===== src/rtl/pipe_reg_chain.sv =====
`default_nettype none
// ============================================================================
// Module      : pipe_reg_chain
// Description : Elastic pipeline register chain. DEPTH stages of WIDTH-bit
//               data, each with a valid bit and a valid/ready handshake.
//               Supports stall back-pressure, bubble collapsing,
//               synchronous flush, a programmable reset value and an
//               occupancy count.
// Revision    : 1.0 - initial release
// ============================================================================
module pipe_reg_chain #(
    parameter int              WIDTH   = 32,
    parameter int              DEPTH   = 1,
    parameter logic [WIDTH-1:0] RST_VAL = '0,
    localparam int             CW      = $clog2(DEPTH + 1)
) (
    input  logic             clk,
    input  logic             rst,
    input  logic             flush,
    input  logic             in_valid,
    output logic             in_ready,
    input  logic [WIDTH-1:0] in_data,
    output logic             out_valid,
    input  logic             out_ready,
    output logic [WIDTH-1:0] out_data,
    output logic [CW-1:0]    count
);

    logic [DEPTH-1:0] v_q;
    logic [DEPTH-1:0] v_d;
    logic [DEPTH-1:0] adv;
    logic [DEPTH-1:0] src_valid;
    logic [WIDTH-1:0] src_data [DEPTH];
    logic [WIDTH-1:0] d_q      [DEPTH];
    logic [CW-1:0]    count_q;
    logic [CW-1:0]    count_d;

    // Each stage's source: the producer for stage 0, the previous stage otherwise.
    for (genvar i = 0; i < DEPTH; i++) begin : g_src
        if (i == 0) begin : g_head
            assign src_valid[i] = in_valid;
            assign src_data[i]  = in_data;
        end else begin : g_body
            assign src_valid[i] = v_q[i-1];
            assign src_data[i]  = d_q[i-1];
        end
    end

    // A stage may advance when it or any stage downstream of it is empty,
    // or the consumer is taking the last stage (ripples from the output end).
    always_comb begin
        logic acc;
        acc = out_ready;
        adv = '0;
        for (int i = DEPTH - 1; i >= 0; i--) begin
            acc    = acc | ~v_q[i];
            adv[i] = acc;
        end
    end

    // Next valid bits: shift where enabled, hold where stalled, clear on flush.
    always_comb begin
        v_d = v_q;
        for (int i = 0; i < DEPTH; i++) begin
            if (adv[i]) begin
                v_d[i] = src_valid[i];
            end
        end
        if (flush) begin
            v_d = '0;
        end
    end

    // Occupancy of the next state, so the registered count tracks v_q exactly.
    always_comb begin
        count_d = '0;
        for (int i = 0; i < DEPTH; i++) begin
            count_d = count_d + CW'(v_d[i]);
        end
    end

    // Valid bits and occupancy count.
    always_ff @(posedge clk or negedge rst) begin
        if (!rst) begin
            v_q     <= '0;
            count_q <= '0;
        end else begin
            v_q     <= v_d;
            count_q <= count_d;
        end
    end

    // Data registers load only valid data; otherwise they keep their last value.
    always_ff @(posedge clk or negedge rst) begin
        if (!rst) begin
            for (int i = 0; i < DEPTH; i++) begin
                d_q[i] <= RST_VAL;
            end
        end else begin
            for (int i = 0; i < DEPTH; i++) begin
                if (adv[i] && src_valid[i]) begin
                    d_q[i] <= src_data[i];
                end
            end
        end
    end

    assign in_ready  = adv[0] & ~flush;
    assign out_valid = v_q[DEPTH-1];
    assign out_data  = d_q[DEPTH-1];
    assign count     = count_q;

endmodule
`default_nettype wire

===== config.mk =====
export PLATFORM = sky130hd
export DESIGN_NAME = pipe_reg_chain
export DESIGN_NICKNAME = d
export VERILOG_FILES = /design/src/rtl/pipe_reg_chain.sv
export SDC_FILE = /design/constraint.sdc
export NUM_CORES = 1
export LEC_CHECK = 0
export ABC_AREA = 1
export CORE_UTILIZATION = 25
export DETAILED_ROUTE_END_ITERATION = 7
export MAX_ROUTING_LAYER = met4
export PLACE_DENSITY = 0.66
export SLEW_MARGIN = 20
export SYNTH_ARGS = -nofsm -noshare
export SYNTH_HDL_FRONTEND = slang
export SYNTH_SLANG_ARGS = --single-unit

===== constraint.sdc =====
create_clock -name clk -period 3.2 [get_ports clk]
set_clock_uncertainty 0.2 [all_clocks]
set_input_delay 0.64 -clock clk [delete_from_list [all_inputs] [get_ports clk]]
set_output_delay 0.64 -clock clk [all_outputs]
set_load 0.02 [all_outputs]

==> results by stage, run 1 <==
Pwr:
- The leakage power total is 0.00103 uW.
- Of the total power, the clock network draws 0.266.
- The share of total power dissipated in combinational logic is 0.267.
- VDD sags by at most 178 uV.
- The sequential share of power is 0.466.
- The power per unit of standard cell area is 488 mW/mm2.
- After layout, the design draws a total of 1050 uW.
- Of the total power, the share spent switching nets is 0.286.
- For this design the total switching power over the nets is 300 uW.
- The internal power of the cells totals 749 uW.

Routing:
- The routed layout has 1,195 vias.
- The via density per instance is 4.21.
- The detailed-routing iteration count for the pre-antenna-repair pass is 4.
- The detailed router finished its first iteration with 57 violations.
- Dividing the detail-routed wire length by the instance count gives 11.1 um.
- The remaining antenna violation count is 0.
- The total wirelength of the detailed-routed design is 3150 um.
- In the routed design, unresolved DRC markers number 0.

Final layout:
- The total number of nets in the final design is 252.
- Relative to the synthesized area, the layout overhead comes to 59.7%.
- Summing all flip-flop and latch instances after layout gives 826 um2.
- The proportion of layout cells with a drive suffix above 1 is 0.0561.
- The footprint of the multi-input gates is 433 um2.
- After filler insertion, the fill cell instance count of the layout stands at 539.
- 0 antenna diodes ended up in the layout.

Placed design:
- At the end of routability-driven placement, the weighted congestion stood at 0.732.
- The count of buffers inserted at the top-level ports is 71.
- The HPWL after detailed placement is 2160 um.

Timing:
- The achievable frequency is 362 MHz.
- In the final timing run, aggregate negative setup slack is 0 ps.
- In the finished design, the share of the clock period the worst path needs comes to 0.863.
- The tightest hold path in the finished design has a slack of 222 ps.
- At the pin with the least slew margin, the transition time is 730 ps.
- The count of endpoints failing setup in the final report is 0.
- The count of endpoints failing hold in the final timing report is 0.
- For the finished layout, the period the worst path requires is 2760 ps.
- The final-report max-slew violation count is 0.
- In this run the tightest slew margin relative to its limit is 0.513.
- Setup repair after global routing left no endpoint under its margin.

Global routing:
- The total overflow left after global routing is 0.
- The number of global-route vias before repair is 1,118.
- The global-route wire length before repair is 5130 um.
- Entering global routing, the biggest net connects 35 pins.
- The total global routing track utilization is 0.127.
- The number of antenna violations at the first check in global routing is 0.

Floorplanning:
- During I/O placement, the number of pins put on the boundary was 72.
- The initial core utilization is 0.262.
- The row count is 26.
- The height of the die is 75.4 um.
- The die extent in x is 75.4 um.
- After floorplanning, the core was sized to cover 0.00514 mm2.
- The area of the die is 0.00568 mm2.

Clock tree:
- The number of H-tree levels is 2.
- Hold repair after CTS inserted 0 buffers.
- Clock latency on the worst-skew pair, taken at its later pin, is 270 ps.
- In this run the deepest clock path goes through 2 buffers.
- Counting every sink on the clock net gives 33.
- The TritonCTS clock tree is done.
- The clock tree root buffer cell is clkbuf_8.
- The total CTS buffers is 5.
- After clock tree synthesis, the clock-pin slew on the worst setup and hold paths is 60 ps.
- The count of buffers added by post-CTS timing repair for setup is 0.
- After clock tree synthesis, the repair step resized 0 gates.

Worst setup path:
- The kind of end point of the critical path is a primary output.
- The worst register-to-register path has a setup slack of 1610 ps.
- The startpoint type of the worst setup path is an input port.
- The library cell appearing most often on the critical path is clkdlybuf4s50_1.
- At the worst endpoint, the arrival time is 1920 ps.
- For the worst setup path, the data required time is 2360 ps.
- The maximum net fanout on the critical path is 2.
- The worst setup path is of the in2out kind.
- Walking the worst path, the cells encountered are clkdlybuf4s50_1, inv_2, a21oi_1, clkdlybuf4s50_1.
- The slowest stage cell on the critical path is clkdlybuf4s50_1.
- In this design, the stage delay of the slowest critical-path cell is 620 ps.

Worst hold path:
- The min-delay analysis places its worst path in the category in2async.

Logic synthesis:
- The share of Yosys cell area claimed by the top area cell type is 0.614.
- The post-synthesis instance area is 0.00135 mm2.
- During synthesis, Yosys emitted a total of 0 warnings.
- In the post-synthesis netlist, the biggest area contributors are dfrtp_1 61%, nand2_1 18%, nand3_1 12%.
- The number of different library cells used by synthesis comes to 10.
- The synthesized design contains 33 register bits.
- The proportion of synthesized chip area in sequential cells is 0.614.
- The cell count after synthesis came out at 146.
- The dominant cell type by area after synthesis is dfrtp_1.
- The synthesized net count is 183.
- After synthesis, the mean cell area works out to 9.21 um2.

Outcome:
- The flow ran to the end, and the final reports show no timing, DRC or antenna violations.

Flow run:
- The max-cap check violation count is 0.
## worst max-delay path, delay by kind of cell
family,cells,cell delay (ps)
AO/OA/AOI/OAI,1,120
buffers and inverters,3,1170
## synthesized netlist by cell type
library cell and count:
nand3_1 32, nand2_4 2, buf_2 6, buf_6 3, inv_2 1, buf_4 2
nand2_1 64, inv_1 1, dfrtp_1 33, a21oi_1 2
## per-stage QoR
step                setup WS, ps   util  cells  instance area, um2
finish                       438  0.418    284                2150
global route                 376  0.418    284                2150
CTS                          430  0.418    284                2150
detailed placement           452  0.404    278                2070
global placement             446  0.404    278                2070
floorplan                   1350      -    146                1350
## final timing paths
check,startpoint,cells after the start,end
min in group clk,out_data[4]$_DFFE_PN0P_,2,out_data[4]$_DFFE_PN0P_
max in group asynchronous,rst,1,out_data[3]$_DFFE_PN0P_
min,rst,1,out_data[27]$_DFFE_PN0P_
min reg2reg,out_data[4]$_DFFE_PN0P_,2,out_data[4]$_DFFE_PN0P_
max reg2reg,count$_DFFE_PN0P_,4,out_data[28]$_DFFE_PN0P_
max,out_ready,4,in_ready
## sequential cells by signal (all words and copies together), names as in the netlist
signal / count
count: 1
out_data: 32
## placed cells by master, fill, tap and decap left out
master	instances
clkdlybuf4s50_1	70
nand2_1	64
dfrtp_1	33
nand3_1	32
clkbuf_8	5
a21oi_1	2
nand2_4	2
buf_4	2
inv_2	1
inv_1	1
clkinv_2	1
buf_2	1
## cell families (layout without fill, tap and decap cells)
kind of cell	count (synthesis)	after routing	synth area share
AOI/OAI and AO/OA	2	2	0.00744
and+or+nand+nor	98	98	0.314
buffers and inverters	13	81	0.0642
DFF	33	33	0.614
## power by group through the flow
stage,combinational (uW),sequential [uW],clock [uW]
global placement,282,496,0
finish,281,489,279
global route,306,495,310
detailed placement,285,496,0
CTS,285,490,296
floorplan,70.2,554,0
## final cells by class
class / instances / area share
sequential: 33 / 0.384
clock inverter: 1 / 0.00233
timing repair buffer: 73 / 0.335
tap: 70 / 0.0408
inverter: 2 / 0.00349
clock buffer: 5 / 0.0320
multi-input combinational: 100 / 0.202
## per-layer routing
metal	up-vias	track usage	wire (um)
li1	595	-	-
met1	555	0.153	1400
met2	39	0.198	1530
met3	6	0.0410	178
met4	0	0.0494	44
met5	-	-	0
(Power assumes the default switching activity.)
==> run 2, diff against run 1 <==
Settings changed: SETUP_SLACK_MARGIN set to 0.4, SKIP_LAST_GASP set to 1.
Clock period 3.2 ns to 3.3 ns, I/O delays scaled along.
==> run 2 against run 1 <==
Global-route usage up 0.14 points. First-iteration DRC count increased by 39%. Sequential share of layout area is 0.22 points lower. Critical endpoint unchanged. Worst hold slack better by 21 ps. Combinational power fell by 3%. Power fell by 0.62%. Cell area is 0.58% higher.
==> results by stage, run 2 (synthesis results as in run 1) <==
Routing:
- The number of vias after detailed routing was 1,228 (+2.8%).
- The total DRC errors in the routed layout is 0 (unchanged).
- The detailed-routing iteration count for the pre-antenna-repair pass is 4 (unchanged).
- The total wirelength of the detailed-routed design is 3220 um (+2.1%).
- The remaining antenna violation count is 0 (unchanged).
- The routed length per placed instance is 11.3 um (+1.7%).
- The via density per instance was 4.31 (+2.4%).
- The count of routing violations after the opening detailed-route iteration was 79 (+39%).

Outcome:
- The run finished with clean final reports.

Final layout:
- The count of antenna diodes in the layout is 0 (unchanged).
- The proportion of layout cells with a drive suffix above 1 is 0.0558 (-0.000261).
- The flip-flop count of the largest register after layout is 32 (unchanged).
- The library cells used most frequently in the layout, excluding fill and tap cells, are 70 x clkdlybuf4s50_1, 64 x nand2_1, 33 x dfrtp_1.
- The final design utilization is 0.420 (+0.00243).
- The growth of design area from synthesis to finish is 60.7%.
- Leaving out fill and tap cells, the most frequent cell in the layout is clkdlybuf4s50_1.
- The total number of nets in the final design is 252 (unchanged).
- The area of all placed cells without fillers came to 0.00216 mm2 (+0.58%).

Worst setup path:
- The library cell appearing most often on the critical path is clkdlybuf4s50_1.
- The kind of end point of the critical path is a primary output.
- The data required time of the worst path came to 2440 ps (+80 ps).
- The delay of the slowest critical-path stage is 610 ps (about the same).
- The critical path goes through clkdlybuf4s50_1, inv_2, a21oi_1, clkdlybuf4s50_1.
- For this design, the slowest cell found on the critical path is clkdlybuf4s50_1.
- The maximum net fanout on the critical path came to 2 (unchanged).
- The signal arrival time at the worst endpoint was 1910 ps (about the same).
- The worst setup path is launched from an input port.
- The worst setup path is of the in2out kind.

Flow run:
- The max-cap check violation count is 0 (unchanged).

Clock tree:
- The number of buffers between clock root and the deepest sink is 2 (unchanged).
- The clock tree root buffer cell is clkbuf_8.
- TritonCTS built the clock tree.
- The number of H-tree levels was 2 (unchanged).
- The count of buffers added by post-CTS timing repair for setup is 0 (unchanged).
- The clock-pin slew of the registers on the worst-case setup and hold paths was 60 ps (about the same).
- The quantity of gates resized following cts is 0 (unchanged).
- The clock sink total is 33 (unchanged).
- The total CTS buffers came to 5 (unchanged).
- The worst-skew pair later-pin latency came to 270 ps (about the same).
- The cts-stage hold buffer count came to 0 (unchanged).

Global routing:
- The total grt overflow came to 0 (unchanged).
- The number of antenna violations at the first check in global routing came to 0 (unchanged).
- The pin count of the biggest net entering global routing was 35 (unchanged).
- The number of global-route vias before repair is 1,148 (+2.7%).
- The global-route wire length before repair is 5250 um (+2.4%).
- The total global routing track utilization was 0.128 (+0.00138).

Pwr:
- The highest ir drop seen on vdd is 156 uV (-13%).
- The leakage power total is 0.00103 uW (+0.43%).
- The post-route total power is 1040 uW (-0.62%).
- The power per unit of standard cell area is 483 mW/mm2 (-1.2%).

Worst hold path:
- The worst hold path belongs to the class in2async.

Timing:
- The tightest hold margin is 243 ps (+21.3 ps).
- The tightest slew margin relative to the limit was 0.515 (+0.00183).
- The post-route clock period utilization is 0.840.
- The count of endpoints failing setup in the final report is 0 (unchanged).
- The setup TNS after final layout was 0 ps (unchanged).
- Setup repair after global routing left no endpoint under its margin.
- Timing would allow up to 361 MHz.
- The count of endpoints failing hold in the final timing report was 0 (unchanged).
- The final-report max-slew violation count is 0 (unchanged).
- The minimum clock period is 2770 ps.
- The worst-margin pin slew is 727 ps (-2.75 ps).

Floorplanning:
- The top-level port count was 72 (unchanged).
- The row count came to 26 (unchanged).
- The standard cell core area is 0.00514 mm2 (unchanged).
- The area of the die is 0.00568 mm2 (unchanged).
- The initial core utilization is 0.262 (unchanged).
- The die extent in x came to 75.4 um (unchanged).
- The height of the die was 75.4 um (unchanged).

Placed design:
- The count of buffers inserted at the top-level ports is 71 (unchanged).
- The total cell area at the placement stage is 0.00207 mm2 (unchanged).
- The routability congestion estimate is 0.703 (-4.0%).
- The HPWL after detailed placement is 2220 um (+2.9%).
[run 2: changes by cell type in the layout (fill, tap and decap cells not counted)]
cell      change
clkinv_2      -1
clkbuf_1      +1
clkbuf_8      +1
[run 2: path summary, 6_finish.rpt]
kind / from / slack [ps] / cells past startpoint / to
worst max-delay path: out_ready / 530 / 4 / in_ready
worst min-delay path: rst / 240 / 1 / out_data[0]$_DFFE_PN0P_
worst max register to register: count$_DFFE_PN0P_ / 1700 / 4 / out_data[26]$_DFFE_PN0P_
worst min register to register: out_data[19]$_DFFE_PN0P_ / 270 / 2 / out_data[19]$_DFFE_PN0P_
max in group asynchronous: rst / 2190 / 1 / out_data[10]$_DFFE_PN0P_
min in group clk: out_data[19]$_DFFE_PN0P_ / 270 / 2 / out_data[19]$_DFFE_PN0P_
[run 2: power breakdown]
group / switching, uW / leakage, uW / total, uW / internal, uW
registers: 24.5 / 0.000404 / 474 / 450
clock network: 131 / 0.0000443 / 296 / 165
logic: 135 / 0.000582 / 273 / 138
total: 290 / 0.00103 / 1040 / 753
[run 2: through the flow]
stage	setup slack (ps)	cells
floorplan	1410	146
global placement	508	278
detailed placement	527	278
CTS	517	285
global route	461	285
finish	529	285
[run 2: metal layers]
layer	vias to the layer above	share of wire	global-route usage	wire [um]
li1	601	-	-	-
met1	578	0.44	0.148	1430
met2	43	0.48	0.208	1560
met3	6	0.057	0.0410	182
met4	0	0.014	0.0494	44
met5	-	0	-	0
[run 2: worst max-delay path: cells and delay by family]
kind | cells | cell delay (ps)
buffers and inverters | 3 | 1130
AO/OA/AOI/OAI | 1 | 110
[run 2: layout make-up]
cell class                 count  area [um2]
fill                         543        2980
sequential                    33         826
timing repair buffer          73         721
multi-input combinational    100         433
tap                           70        87.6
clock buffer                   7        86.3
inverter                       2        7.51
==> run 3, diff against run 2 <==
Clock period 3.3 ns to 2.6 ns, I/O delays scaled along.
==> run 3 against run 2 <==
Die area unchanged. Power up 25%. Cell count up 0.70%. Setup slack worse by 29 ps. Worst hold slack worse by 150 ps. Sequential cell count unchanged. First-iteration DRC count up 10%. Critical path type unchanged. Critical endpoint unchanged.
==> results by stage, run 3 (synthesis results as in run 1) <==
Routing:
- The via density per instance is 4.22 (-2.1%).
- The total wirelength of the detailed-routed design came to 3180 um (-1.2%).
- The detailed-routing iteration count for the pre-antenna-repair pass was 4 (unchanged).
- The number of vias after detailed routing is 1,211 (-1.4%).
- The total DRC errors in the routed layout was 0 (unchanged).
- The remaining antenna violation count came to 0 (unchanged).
- The count of routing violations after the opening detailed-route iteration was 87 (+10%).
- The routed length per placed instance is 11.1 um (-1.8%).

Placed design:
- The routability congestion estimate is 0.737 (+4.9%).
- The total cell area at the placement stage came to 0.00208 mm2 (+0.36%).
- The count of buffers inserted at the top-level ports is 71 (unchanged).
- The HPWL after detailed placement is 2270 um (+2.0%).
- The number of cells in the design after placement is 279 (+0.36%).

Timing:
- The final-report max-slew violation count is 0 (unchanged).
- Of the available clock period, the critical path in the final layout requires 0.808.
- The worst-margin pin slew was 724 ps (-3.50 ps).
- Setup repair after global routing left no endpoint under its margin.
- The tightest slew margin relative to the limit is 0.518 (+0.00233).
- Subtracting the final worst setup slack from the clock period gives 2100 ps.
- The count of endpoints failing setup in the final report is 0 (unchanged).
- The count of endpoints failing hold in the final timing report is 0 (unchanged).
- The setup TNS after final layout is 0 ps (unchanged).
- The achievable frequency is 476 MHz.

Worst setup path:
- The signal arrival time at the worst endpoint is 1380 ps (-530 ps).
- The startpoint type of the worst setup path is an input port.
- The data required time of the worst path is 1880 ps (-560 ps).
- The slowest stage of the critical path belongs to the cell clkdlybuf4s50_1.
- The maximum net fanout on the critical path is 2 (unchanged).
- The depth of the worst register-to-register path is 4 (unchanged).
- The endpoint identified for the worst register-to-register timing path is out_data[8]$_DFFE_PN0P_.
- The setup slack on the worst flop-to-flop path came to 1210 ps (-490 ps).
- The signal on the critical path passes through clkdlybuf4s50_1, inv_2, a21oi_1, buf_2.
- The number of buffer and inverter stages on the critical path is 3 (unchanged).
- The kind of end point of the critical path is a primary output.
- The delay of the slowest critical-path stage was 480 ps (-130 ps).
- The kind of cell with the highest combined delay along the critical path is buffers and inverters.
- The critical path start-end classification is in2out.
- In this run the critical register-to-register path is launched from count$_DFFE_PN0P_.

Final layout:
- The flip-flop count of the largest register after layout is 32 (unchanged).
- The total number of nets in the final design came to 253 (+0.40%).
- The proportion of layout cells with a drive suffix above 1 was 0.0691 (+0.0133).
- The growth of design area from synthesis to finish is 60.6% (about the same).
- The final cell count without fillers is 287 (+0.70%).
- Leaving out fill and tap cells, the most frequent cells in the layout are 69 x clkdlybuf4s50_1, 64 x nand2_1, 33 x dfrtp_1.
- The count of antenna diodes in the layout is 0 (unchanged).
- The area of all placed cells without fillers is 0.00216 mm2 (about the same).
- The most common cell after layout, fill and taps aside is clkdlybuf4s50_1.

Pwr:
- The total net switching power is 375 uW (+30%).
- The share of total power in the clock network is 0.276 (-0.008).
- The internal cell power was 931 uW (+24%).
- The power per unit of standard cell area came to 605 mW/mm2 (+25%).
- The highest ir drop seen on vdd is 210 uV (+35%).
- The leakage power total is 0.00104 uW (+0.51%).
- The sequential share of power is 0.460 (+0.005).
- The net switching share of the total power came to 0.287 (+0.00957).
- The post-route total power was 1310 uW (+25%).
- The combinational share of power is 0.264 (+0.002).

Outcome:
- The run finished with clean final reports.

Floorplanning:
- The standard cell core area was 0.00514 mm2 (unchanged).
- The die extent in x was 75.4 um (unchanged).
- The row count was 26 (unchanged).
- The height of the die came to 75.4 um (unchanged).
- The area of the die is 0.00568 mm2 (unchanged).
- The initial core utilization came to 0.262 (unchanged).
- The top-level port count is 72 (unchanged).

Global routing:
- The total global routing track utilization came to 0.128 (-0.000395).
- The number of global-route vias before repair is 1,162 (+1.2%).
- The pin count of the biggest net entering global routing is 34 (-2.9%).
- The global-route wire length before repair came to 5220 um (-0.51%).
- The total grt overflow came to 0 (unchanged).
- The number of antenna violations at the first check in global routing was 0 (unchanged).

Clock tree:
- The total CTS buffers is 5 (unchanged).
- TritonCTS built the clock tree.
- The clock-pin slew of the registers on the worst-case setup and hold paths is 70 ps (about the same).
- The clock sink total is 33 (unchanged).
- The number of H-tree levels came to 2 (unchanged).
- The clock tree root buffer cell is clkbuf_8.
- The number of buffers between clock root and the deepest sink was 2 (unchanged).
- The count of buffers added by post-CTS timing repair for setup is 0 (unchanged).
- The worst-skew pair later-pin latency is 270 ps (about the same).

Worst hold path:
- The path class of the tightest hold or removal check is in2async.

Flow run:
- The max-cap check violation count is 0 (unchanged).
## run 3: changes by cell type in the layout (fill, tap and decap cells not counted), sizes merged
| cell | delta |
|---|---|
| clkbuf | -1 |
| buf | +2 |
| clkdlybuf4s50 | -1 |
| clkinv | +2 |
## run 3: metrics by stage
stage / hold WS [ps] / util / setup slack, ps
after floorplan: 24.4 / - / 985
after global placement: 254 / 0.405 / 68.4
after detailed placement: 258 / 0.405 / 53.4
after CTS: 124 / 0.420 / 485
after global routing: 157 / 0.420 / 465
final: 90.6 / 0.420 / 500
## run 3: how the worst max path moves through the flow
stage	startpoint	end	cells past startpoint	slack (ps)
after floorplan	out_ready	in_ready	2	990
after global placement	out_ready	in_ready	4	70
after detailed placement	out_ready	in_ready	4	50
after CTS	out_ready	in_ready	4	490
after global routing	out_ready	in_ready	4	470
final	out_ready	in_ready	4	500
## run 3: cell type report
type | instances | area [um2]
fill | 555 | 2980
clock buffer | 6 | 72.6
sequential | 33 | 826
timing repair buffer | 74 | 723
tap | 70 | 87.6
clock inverter | 2 | 10.0
inverter | 2 | 7.51
multi-input combinational | 100 | 433
## run 3: power groups by stage
| stage | Combinational (uW) | Sequential, uW | Clock (uW) |
|---|---|---|---|
| after global routing | 377 | 608 | 398 |
| after detailed placement | 351 | 610 | 0 |
| final | 345 | 601 | 360 |
| after floorplan | 86.4 | 681 | 0 |
| after global placement | 347 | 611 | 0 |
| after CTS | 352 | 602 | 378 |
## run 3: timing repair
action,in CTS,in global routing
hold buffers,0,0
endpoints found under the hold margin,0,0
gates resized for setup,4,0
setup endpoints to repair,1,0
## run 3: metal layers
metal,vias to the layer above,track usage,share of wire
met5,-,-,0
met4,0,0.0679,0.0085
met3,4,0.0278,0.054
met2,42,0.214,0.50
met1,561,0.143,0.44
li1,604,-,-
## run 3: worst register-to-register path, cell delays in order (launching register included)
cell     delay (ps)
dfrtp_1         430
nand2_4         220
nand2_4         230
nand2_1         150
nand2_1          50
